===== src/rtl/edge_detect_pkg.sv =====
// Shared types and constants for the multi-channel debounced edge detector.
// Optional auto-repeat is compiled in with the EDGE_REPEAT_EN macro.
package edge_detect_pkg;

    localparam int CNT_W     = 8;
    localparam int MODE_RISE = 0;
    localparam int MODE_FALL = 1;
    localparam int MODE_BOTH = 2;

    typedef enum logic [1:0] {
        LOW       = 2'b00,
        RISE_PEND = 2'b01,
        HIGH      = 2'b10,
        FALL_PEND = 2'b11
    } state_t;

    // True when an accepted edge of the given direction should pulse z.
    function automatic logic edge_match(input int mode, input logic rising);
        return (mode == MODE_BOTH) || (rising ? (mode == MODE_RISE) : (mode == MODE_FALL));
    endfunction

endpackage


===== src/rtl/edge_detect_chan.sv =====
// One debounce channel: 4-state FSM, shared 8-bit tick counter, registered z/level.
// Auto-repeat while the active level is held exists only with EDGE_REPEAT_EN defined.
module edge_detect_chan
    import edge_detect_pkg::*;
#(
    parameter int DEB_CYCLES    = 4,
    parameter int MODE          = MODE_RISE,
    parameter int REPEAT_DELAY  = 16,
    parameter int REPEAT_PERIOD = 4
) (
    input  logic clk,
    input  logic rst,
    input  logic en,
    input  logic w,
    output logic z,
    output logic level
);

    if (DEB_CYCLES < 1 || DEB_CYCLES > 255 || REPEAT_DELAY < 1 || REPEAT_DELAY > 255 ||
        REPEAT_PERIOD < 1 || REPEAT_PERIOD > 255 || MODE < MODE_RISE || MODE > MODE_BOTH) begin : g_bad_param
        $error("edge_detect_chan: parameter out of legal range");
    end

    localparam logic [CNT_W-1:0] DEB_LAST = CNT_W'(DEB_CYCLES - 1);

    state_t           state_reg, state_next;
    logic [CNT_W-1:0] cnt_reg, cnt_next;
    logic             z_reg, z_next;
    logic             level_reg, level_next;

`ifdef EDGE_REPEAT_EN
    localparam logic [CNT_W-1:0] DLY_LAST = CNT_W'(REPEAT_DELAY - 1);
    localparam logic [CNT_W-1:0] PER_LAST = CNT_W'(REPEAT_PERIOD - 1);

    // first_reg: initial delay already elapsed; fallen_reg: LOW has been reached by a debounced fall.
    logic first_reg, first_next;
    logic fallen_reg, fallen_next;
    logic active_hold;
    logic [CNT_W-1:0] rep_last;
`endif

    always_comb begin
        state_next = state_reg;
        cnt_next   = cnt_reg;
        z_next     = 1'b0;
        level_next = level_reg;

        case (state_reg)
            LOW: begin
                if (w) begin
                    state_next = RISE_PEND;
                    cnt_next   = '0;
                end
            end
            RISE_PEND: begin
                if (!w) begin
                    state_next = LOW;
                    cnt_next   = '0;
                end else if (en) begin
                    if (cnt_reg == DEB_LAST) begin
                        state_next = HIGH;
                        level_next = 1'b1;
                        cnt_next   = '0;
                        z_next     = edge_match(MODE, 1'b1);
                    end else begin
                        cnt_next = cnt_reg + 1'b1;
                    end
                end
            end
            HIGH: begin
                if (!w) begin
                    state_next = FALL_PEND;
                    cnt_next   = '0;
                end
            end
            FALL_PEND: begin
                if (w) begin
                    state_next = HIGH;
                    cnt_next   = '0;
                end else if (en) begin
                    if (cnt_reg == DEB_LAST) begin
                        state_next = LOW;
                        level_next = 1'b0;
                        cnt_next   = '0;
                        z_next     = edge_match(MODE, 1'b0);
                    end else begin
                        cnt_next = cnt_reg + 1'b1;
                    end
                end
            end
            default: begin
                state_next = LOW;
                cnt_next   = '0;
            end
        endcase

`ifdef EDGE_REPEAT_EN
        // Holding the active level reuses cnt as the repeat timer; a state change restarts it.
        active_hold = (state_reg == HIGH && w && MODE != MODE_FALL) ||
                      (state_reg == LOW && !w && MODE == MODE_FALL && fallen_reg);
        rep_last    = first_reg ? PER_LAST : DLY_LAST;
        first_next  = (state_next != state_reg) ? 1'b0 : first_reg;
        fallen_next = fallen_reg | (state_reg == FALL_PEND && state_next == LOW);
        if (active_hold && en) begin
            if (cnt_reg == rep_last) begin
                z_next     = 1'b1;
                cnt_next   = '0;
                first_next = 1'b1;
            end else begin
                cnt_next = cnt_reg + 1'b1;
            end
        end
`endif
    end

    always_ff @(posedge clk) begin
        if (rst) begin
            state_reg  <= LOW;
            cnt_reg    <= '0;
            z_reg      <= 1'b0;
            level_reg  <= 1'b0;
`ifdef EDGE_REPEAT_EN
            first_reg  <= 1'b0;
            fallen_reg <= 1'b0;
`endif
        end else begin
            state_reg  <= state_next;
            cnt_reg    <= cnt_next;
            z_reg      <= z_next;
            level_reg  <= level_next;
`ifdef EDGE_REPEAT_EN
            first_reg  <= first_next;
            fallen_reg <= fallen_next;
`endif
        end
    end

    assign z     = z_reg;
    assign level = level_reg;

endmodule


===== src/rtl/edge_detect_bank.sv =====
// CH independent debounced edge detectors sharing one enable tick.
// Auto-repeat pulses are available when built with EDGE_REPEAT_EN.
module edge_detect_bank
    import edge_detect_pkg::*;
#(
    parameter int CH            = 4,
    parameter int DEB_CYCLES    = 4,
    parameter int MODE          = MODE_RISE,
    parameter int REPEAT_DELAY  = 16,
    parameter int REPEAT_PERIOD = 4
) (
    input  logic          clk,
    input  logic          rst,
    input  logic          en,
    input  logic [CH-1:0] w,
    output logic [CH-1:0] z,
    output logic [CH-1:0] level
);

    for (genvar gi = 0; gi < CH; gi++) begin : g_chan
        edge_detect_chan #(
            .DEB_CYCLES   (DEB_CYCLES),
            .MODE         (MODE),
            .REPEAT_DELAY (REPEAT_DELAY),
            .REPEAT_PERIOD(REPEAT_PERIOD)
        ) u_chan (
            .clk  (clk),
            .rst  (rst),
            .en   (en),
            .w    (w[gi]),
            .z    (z[gi]),
            .level(level[gi])
        );
    end

endmodule


===== config.mk =====
export PLATFORM = sky130hd
export DESIGN_NAME = edge_detect_bank
export DESIGN_NICKNAME = d
export VERILOG_FILES = /design/src/rtl/edge_detect_pkg.sv /design/src/rtl/edge_detect_chan.sv /design/src/rtl/edge_detect_bank.sv
export SDC_FILE = /design/constraint.sdc
export NUM_CORES = 1
export LEC_CHECK = 0
export CAP_MARGIN = 20
export CORE_ASPECT_RATIO = 2
export CORE_MARGIN = 2
export CORE_UTILIZATION = 30
export CTS_BUF_LIST = sky130_fd_sc_hd__clkbuf_16
export CTS_CLUSTER_SIZE = 14
export DETAILED_ROUTE_END_ITERATION = 10
export GPL_ROUTABILITY_DRIVEN = 0
export PLACE_DENSITY_LB_ADDON = 0.15
export REMOVE_ABC_BUFFERS = 1
export SLEW_MARGIN = 15
export SYNTH_ARGS = -nofsm -noshare
export SYNTH_HDL_FRONTEND = slang
export SYNTH_SLANG_ARGS = --single-unit
export TNS_END_PERCENT = 10

===== constraint.sdc =====
create_clock -name clk -period 1.92 [get_ports clk]
set_clock_uncertainty 0.05 [all_clocks]
set_input_delay 0.288 -clock clk [delete_from_list [all_inputs] [get_ports clk]]
set_output_delay 0.288 -clock clk [all_outputs]
set_load 0.01 [all_outputs]

# Word level (Yosys, flattened, before mapping)
# Index checks and enable logic that the tools add are counted.
word_totals:
  reg_bits: 48
  latch_bits: 0
  ram_bits: 0
  mem_bits_ro: 0
  inputBits: 7
  out_inout_bits: 8
  elab_cells: 213
  mem_count: 0
op_classes:
  addsub: 4
  n_mul: 0
  div_mod_pow: 0
  order_cmp: 0
  n_eq_ne: 64
  shifts: 0
  mux: 96
  bitwise_logic: 9
  reduce_logical: 24
ops:
  columns: ["cell", "count"]
  rows:
  - ["two-way mux 8 bit", 24]
  - ["case mux 8 bit (4 select lines)", 4]
  - ["two-way mux 2 bit", 32]
  - ["!= test 2 bit (second input constant)", 24]
  - ["adder 8 x 1 -> 8 bit (second input constant)", 4]
  - ["== test 8 x 2 -> 1 bit (second input constant)", 4]
  - ["case mux 2 bit (4 select lines)", 4]
  - ["two-way mux 1 bit", 28]
  - ["AND reduction 7 bit", 4]
  - ["!= test 3 x 2 -> 1 bit (second input constant)", 8]
  - ["!= test 3 bit (second input constant)", 8]
  - ["AND reduction 6 bit", 4]
  - ["== test 2 bit (second input constant)", 8]
  - ["!= test 2 x 1 -> 1 bit (second input constant)", 8]
  - ["OR reduction 4 bit", 4]
  - ["inverter 1 bit", 9]
  - ["== test 2 x 1 -> 1 bit (second input constant)", 4]
  - ["zero test 2 bit", 4]
  - ["case mux 1 bit (2 select lines)", 4]
  - ["AND reduction 2 bit", 4]
  - ["nonzero test 2 bit", 4]

# Longest topological paths before layout
logic_depth:
  ltp_word: 5
  depth_mapped: 6
  mapped_depth_nobuf: 5

# Hierarchy
# Synthesis repeated with hierarchy kept, for this count alone.
unflattened:
  hier_cells: 297
  area_unflattened_um2: 2658.8
by_module_without_submodules:
  columns: ["mod", "instances", "cells_each", "area_per_inst_um2", "seq_area_each_um2"]
  rows:
  - ["edge_detect_chan at g_chan[1].u_chan", 1, 77, 685.7, 240.2]
  - ["edge_detect_chan at g_chan[0].u_chan", 1, 75, 673.1, 240.2]
  - ["edge_detect_chan at g_chan[3].u_chan", 1, 73, 659.4, 240.2]
  - ["edge_detect_chan at g_chan[2].u_chan", 1, 72, 640.6, 240.2]

# Least setup slack after synthesis
# OpenSTA, ideal clock, no wires.
synth_path:
  kind: "reg-to-reg"
  start: "register g_chan[0].u_chan.cnt_reg[0]"
  end: "register g_chan[0].u_chan.cnt_reg[5]"
  setup_ns: 0.074
  arrival_ns: 1.606
  required_time_ns: 1.796
  setup_slack_ns: 0.190
  path_stages_with_launch: 6
  n_path_buf: 0
  period_less_slack_ns: 1.730
  cell_sequence: "dfxtp_1 > ha_1 > and4bb_2 > and2_1 > or4_1 > a31oi_1"
synth_via:
  elab_chain_len: 5
  word_cells_on_any_way: 7
  classes_between: "1 x add/sub; 1 x eq/ne; 5 x mux"
synth_rtl:
  columns: ["item", "line_no", "text"]
  rows:
  - ["from (decl)", "edge_detect_chan.sv:27", "logic [CNT_W-1:0] cnt_reg, cnt_next;"]
  - ["from (signal assigned)", "edge_detect_chan.sv:128", "cnt_reg <= cnt_next;"]
  - ["adder 8 x 1 -> 8 bit / == test 8 x 2 -> 1 bit (equally long branches)", null, null]
  - ["two-way mux 8 bit *", "edge_detect_chan.sv:60, edge_detect_chan.sv:81", null]
  - ["two-way mux 8 bit *", "edge_detect_chan.sv:80", "end else if (en) begin"]
  - ["two-way mux 8 bit (on tied branches)", "edge_detect_chan.sv:77, edge_detect_chan.sv:56", null]
  - ["case mux 8 bit (4 select lines) *", "edge_detect_chan.sv:48", "case (state_reg)"]
# Mark *: on every way between the ends. The rest lies on a longest branch, timed or not.
# A chain may end at the register's enable or synchronous reset.

# Worst setup path in the final report
layout_path:
  start: "input en"
  end: "register g_chan[3].u_chan.cnt_reg[0]"
layout_via:
  elab_chain_len: 3
  word_cells_on_any_way: 4
  classes_between: "4 x mux"
layout_rtl:
  columns: ["item", "line_no", "text"]
  rows:
  - ["from (decl)", "edge_detect_bank.sv:14", "input logic en,"]
  - ["two-way mux 8 bit *", null, null]
  - ["two-way mux 8 bit (on tied branches)", null, null]
  - ["case mux 8 bit (4 select lines) *", null, null]
  - ["to (signal assigned)", "edge_detect_chan.sv:128", null]
  - ["to (decl)", "edge_detect_chan.sv:27", null]
# Marks and branches as above.

==> impl_table.tex <==
\begin{tabular}{lr}
\hline
Metric & Value \\
\hline
\multicolumn{2}{l}{\textbf{CTS}} \\
Worst skew pair latency & $\sim$0.29 ns \\
Clock root buffer master & sky130\_fd\_sc\_hd\_\_clkbuf\_16 \\
CTS H-tree lvls & 2 \\
Maximum number of buffers from clock root to sink & 2 \\
Clock Sinks & 48 \\
TritonCTS clock tree & done \\
Number of CTS-inserted buffers & 5 \\
Count of instances resized after the clock tree is built & 0 \\
Cts-stage hold buffer count & 0 \\
Clock-pin slew on the worst setup and hold paths & $\sim$0.070 ns \\
Total setup buffers inserted after CTS & 0 \\
\multicolumn{2}{l}{\textbf{Placed design}} \\
Instance count after placement with tap cells included & about 420 \\
Placement Cell Area & slightly below 3000 um\^{}2 \\
Placed wire-length estimate after detailed placement & around 4500 um \\
Number of buffers inserted by port buffering & 14 \\
Post-Place Setup Slack & -0.192 ns \\
\multicolumn{2}{l}{\textbf{Finish}} \\
Flip-flop count of the largest register after layout & 32 \\
Nets & 335 \\
Post-route cell area & 3090 um\^{}2 \\
Number of antenna repair diodes & 0 \\
Layout filler cell count & 843 \\
Synth-to-layout area growth & 24.3\% \\
Fraction of final layout cells sized beyond drive strength 1 & 18.2\% \\
Non-filler cells, final & about 420 \\
\multicolumn{2}{l}{\textbf{Setup path}} \\
Buf/Inv on CP & 3 \\
Top cell by count, worst path & sky130\_fd\_sc\_hd\_\_buf\_4 \\
Crit Path Class & input pin to register \\
CP cell instances & clkdlybuf4s50\_1 -> nor4bb\_1 -> buf\_4 -> a211oi\_1 -> buf\_4 -> nand2\_1 -> a21oi\_1 \\
Largest delay share family, worst path & buffers and inverters \\
Critical Path Start Type & input pin \\
Crit path DAT & around 2 ns \\
Delay contributed by the slowest stage of the critical path & roughly 0.54 ns \\
Required arrival time at the worst endpoint & approximately 2.1 ns \\
Cell type of the slowest stage on the worst timing path & sky130\_fd\_sc\_hd\_\_clkdlybuf4s50\_1 \\
CP Max Fanout & 5 \\
Kind of end point of the critical path & register \\
\multicolumn{2}{l}{\textbf{Global route}} \\
Routing layer with the top usage in global route & met2 \\
Wire length of the first global-routing pass & 10200 um \\
Antenna violations before repair & 0 \\
Global route overflow & 0 \\
Met3 layer usage reported by global route & 2.30\% \\
Total global routing track utilization & around 15\% \\
Met1 GRT Util & 15.5\% \\
Number of global-route vias before repair & $\sim$2200 \\
Met2 Usage GRT & a little over a quarter \\
Largest net degree at the start of global routing & 19 \\
\multicolumn{2}{l}{\textbf{Synth}} \\
EDFF count, synth & 0 \\
Area of the mapped netlist & $\sim$2500 um\^{}2 \\
Dominant cells by area after synthesis & sky130\_fd\_sc\_hd\_\_dfxtp\_1 39\%, sky130\_fd\_sc\_hd\_\_a31oi\_1 5.3\%, sky130\_fd\_sc\_hd\_\_nand2\_1 3.3\%, sky130\_fd\_sc\_hd\_\_nor2\_1 2.9\%, sky130\_fd\_sc\_hd\_\_a21oi\_1 2.8\% \\
Yosys synthesis warning count & 0 \\
Count of different cell masters after synthesis & between 50 and 60 \\
Synth Register Bits & 48 \\
Fraction of post-synthesis cell area in the top cell type by area & 38.6\% \\
Primary flip-flop cell chosen by synthesis mapping & sky130\_fd\_sc\_hd\_\_dfxtp\_1 \\
Post-synthesis instance total & around 280 \\
Area leader, netlist & sky130\_fd\_sc\_hd\_\_dfxtp\_1 \\
Synthesized area divided by synthesized cell count & 8.76 um\^{}2 \\
Fraction of registers with async set/reset & 0\% \\
Sequential element share of the synthesized area & 38.6\% \\
\multicolumn{2}{l}{\textbf{Flow run}} \\
Max-capacitance violation count & 0 \\
\multicolumn{2}{l}{\textbf{Power and ir drop}} \\
Total power density per cell area & 745 nW/um\^{}2 \\
Leak pwr & 1.14 nW \\
Max VDD drop & roughly 0.5 mV \\
\multicolumn{2}{l}{\textbf{Timing}} \\
Final critical-path setup slack & between 0.09 and 0.1 ns \\
Max Fclk & $\sim$550 MHz \\
Final period util & a little over nine tenths \\
Rel. slew slack & between 60\% and 70\% \\
Hold Vio Cnt, Final & 0 \\
Max Slew Vio Count & 0 \\
Worst-Margin Slew & 0.548 ns \\
Final setup violating endpoints & 0 \\
Setup repair after global routing missed its margin & no \\
Post-route setup TNS & 0 ns \\
Time the final worst path needs with I/O delays and setup & 1.83 ns \\
\multicolumn{2}{l}{\textbf{Routing}} \\
Number of remaining DRC errors & 0 \\
Number of nets with antenna violations after routing & 0 \\
Total length of routed wires & $\sim$6000 um \\
Detailed router's first-iteration violation count & just over 80 \\
Routed wire per std cell & 14.1 um \\
Number of vias after detailed routing & between 2000 and 2500 \\
First-pass detailed-route iteration total & 4 \\
Vias/cell & 5.36 \\
\multicolumn{2}{l}{\textbf{Floorplan}} \\
Total Die Area & around 9100 um\^{}2 \\
Core area & roughly 8200 um\^{}2 \\
Site row count & 47 \\
Top-Level Pins & 15 \\
Die extent in x & around 68 um \\
Initial core utilization & a little under a third \\
Die outline height & 133 um \\
\multicolumn{2}{l}{\textbf{Outcome}} \\
Status & finished clean \\
\multicolumn{2}{l}{\textbf{Min path}} \\
Hold Crit Class & register to register \\
\hline
\end{tabular}
[kinds of logic after synthesis]
kind of cell	synth area share [%]
buf+inv	5.38
mux	0.402
simple gates	26.2
fa+ha+maj	2.01
compound gates	22.1
flops	38.6
xor+xnor	5.23
[report_power, final]
| part | total [W] | internal [W] | leakage (nW) | switching (W) |
|---|---|---|---|---|
| registers | 0.00107 | 0.00103 | 0.389 | 0.0000399 |
| logic | 0.000231 | 0.000107 | 0.670 | 0.000123 |
| clock network | 0.000999 | 0.000608 | 0.0850 | 0.000391 |
| total | 0.00230 | 0.00175 | 1.14 | 0.000554 |
[cell type report]
class                           instances  area [um^2]  area share [%]
Clock buffer                            5          125            4.05
Inverter                                8         30.0           0.971
Tap cell                               98          123            3.97
Timing Repair Buffer                   51          418            13.5
Sequential cell                        48          961            31.1
Multi-Input combinational cell        210         1400            45.2
Clock inverter                          3         38.8            1.25
[cells in the mapped netlist (2+ instances only)]
cell type,n
sky130_fd_sc_hd__buf_2,2
sky130_fd_sc_hd__nand4_1,6
sky130_fd_sc_hd__or3_1,2
sky130_fd_sc_hd__and3b_1,2
sky130_fd_sc_hd__nor4b_1,2
sky130_fd_sc_hd__and4_1,6
sky130_fd_sc_hd__xnor2_1,5
sky130_fd_sc_hd__or4_1,3
sky130_fd_sc_hd__or2_2,2
sky130_fd_sc_hd__a41oi_1,4
sky130_fd_sc_hd__a31oi_1,21
sky130_fd_sc_hd__nor2_1,19
sky130_fd_sc_hd__inv_1,8
sky130_fd_sc_hd__a21o_1,3
sky130_fd_sc_hd__a21oi_1,14
sky130_fd_sc_hd__buf_4,9
sky130_fd_sc_hd__xor2_1,8
sky130_fd_sc_hd__o21ai_0,11
sky130_fd_sc_hd__nor3_1,12
sky130_fd_sc_hd__nand2_1,22
sky130_fd_sc_hd__nand3_1,13
sky130_fd_sc_hd__o2111ai_1,4
sky130_fd_sc_hd__ha_1,4
sky130_fd_sc_hd__clkbuf_1,7
sky130_fd_sc_hd__nand2b_1,3
sky130_fd_sc_hd__nor4_1,3
sky130_fd_sc_hd__and3_1,4
sky130_fd_sc_hd__dfxtp_1,48
sky130_fd_sc_hd__a22o_1,3
sky130_fd_sc_hd__and2_1,3
sky130_fd_sc_hd__a32o_1,2
sky130_fd_sc_hd__nand3b_1,3
sky130_fd_sc_hd__a211oi_1,2
[worst paths after layout]
path,end,from,cells after the start,slack [ns]
min reg2reg,g_chan[0].u_chan.cnt_reg[7],g_chan[0].u_chan.cnt_reg[7],1,0.43
min,g_chan[0].u_chan.cnt_reg[7],g_chan[0].u_chan.cnt_reg[7],1,0.43
max,g_chan[3].u_chan.cnt_reg[0],en,7,0.09
max reg2reg,g_chan[0].u_chan.cnt_reg[7],g_chan[0].u_chan.cnt_reg[0],5,0.12
[metal layers]
layer / wire, um / vias up
met5: 0 / -
met4: 169 / 0
met3: 133 / 12
met2: 3370 / 41
met1: 2280 / 1068
li1: - / 1148
[placed cells by master, fill, tap and decap left out, types with 4 or more instances in the layout]
cell type | netlist | layout
sky130_fd_sc_hd__nor2_1 | 19 | 19
sky130_fd_sc_hd__nand4_1 | 6 | 6
sky130_fd_sc_hd__and4_1 | 6 | 6
sky130_fd_sc_hd__buf_4 | 9 | 37
sky130_fd_sc_hd__ha_1 | 4 | 4
sky130_fd_sc_hd__and3_1 | 4 | 4
sky130_fd_sc_hd__dfxtp_1 | 48 | 48
sky130_fd_sc_hd__xnor2_1 | 5 | 5
sky130_fd_sc_hd__inv_1 | 8 | 9
sky130_fd_sc_hd__o21ai_0 | 11 | 11
sky130_fd_sc_hd__xor2_1 | 8 | 8
sky130_fd_sc_hd__a21oi_1 | 14 | 14
sky130_fd_sc_hd__o2111ai_1 | 4 | 4
sky130_fd_sc_hd__clkdlybuf4s50_1 | 0 | 14
sky130_fd_sc_hd__a31oi_1 | 21 | 21
sky130_fd_sc_hd__nand3_1 | 13 | 13
sky130_fd_sc_hd__nand2_1 | 22 | 22
sky130_fd_sc_hd__clkbuf_16 | 0 | 5
sky130_fd_sc_hd__nor3_1 | 12 | 12
sky130_fd_sc_hd__a41oi_1 | 4 | 4
[per-stage QoR]
step                      hold slack [ns]  util (%)  power, W
final                               0.429      37.8   0.00230
after global routing                0.467      37.8   0.00242
after CTS                           0.434      37.8   0.00234
after detailed placement            0.409      35.8   0.00133
after global placement              0.412      35.8   0.00133
after floorplan                     0.307         -   0.00121
(Power assumes the default switching activity.)
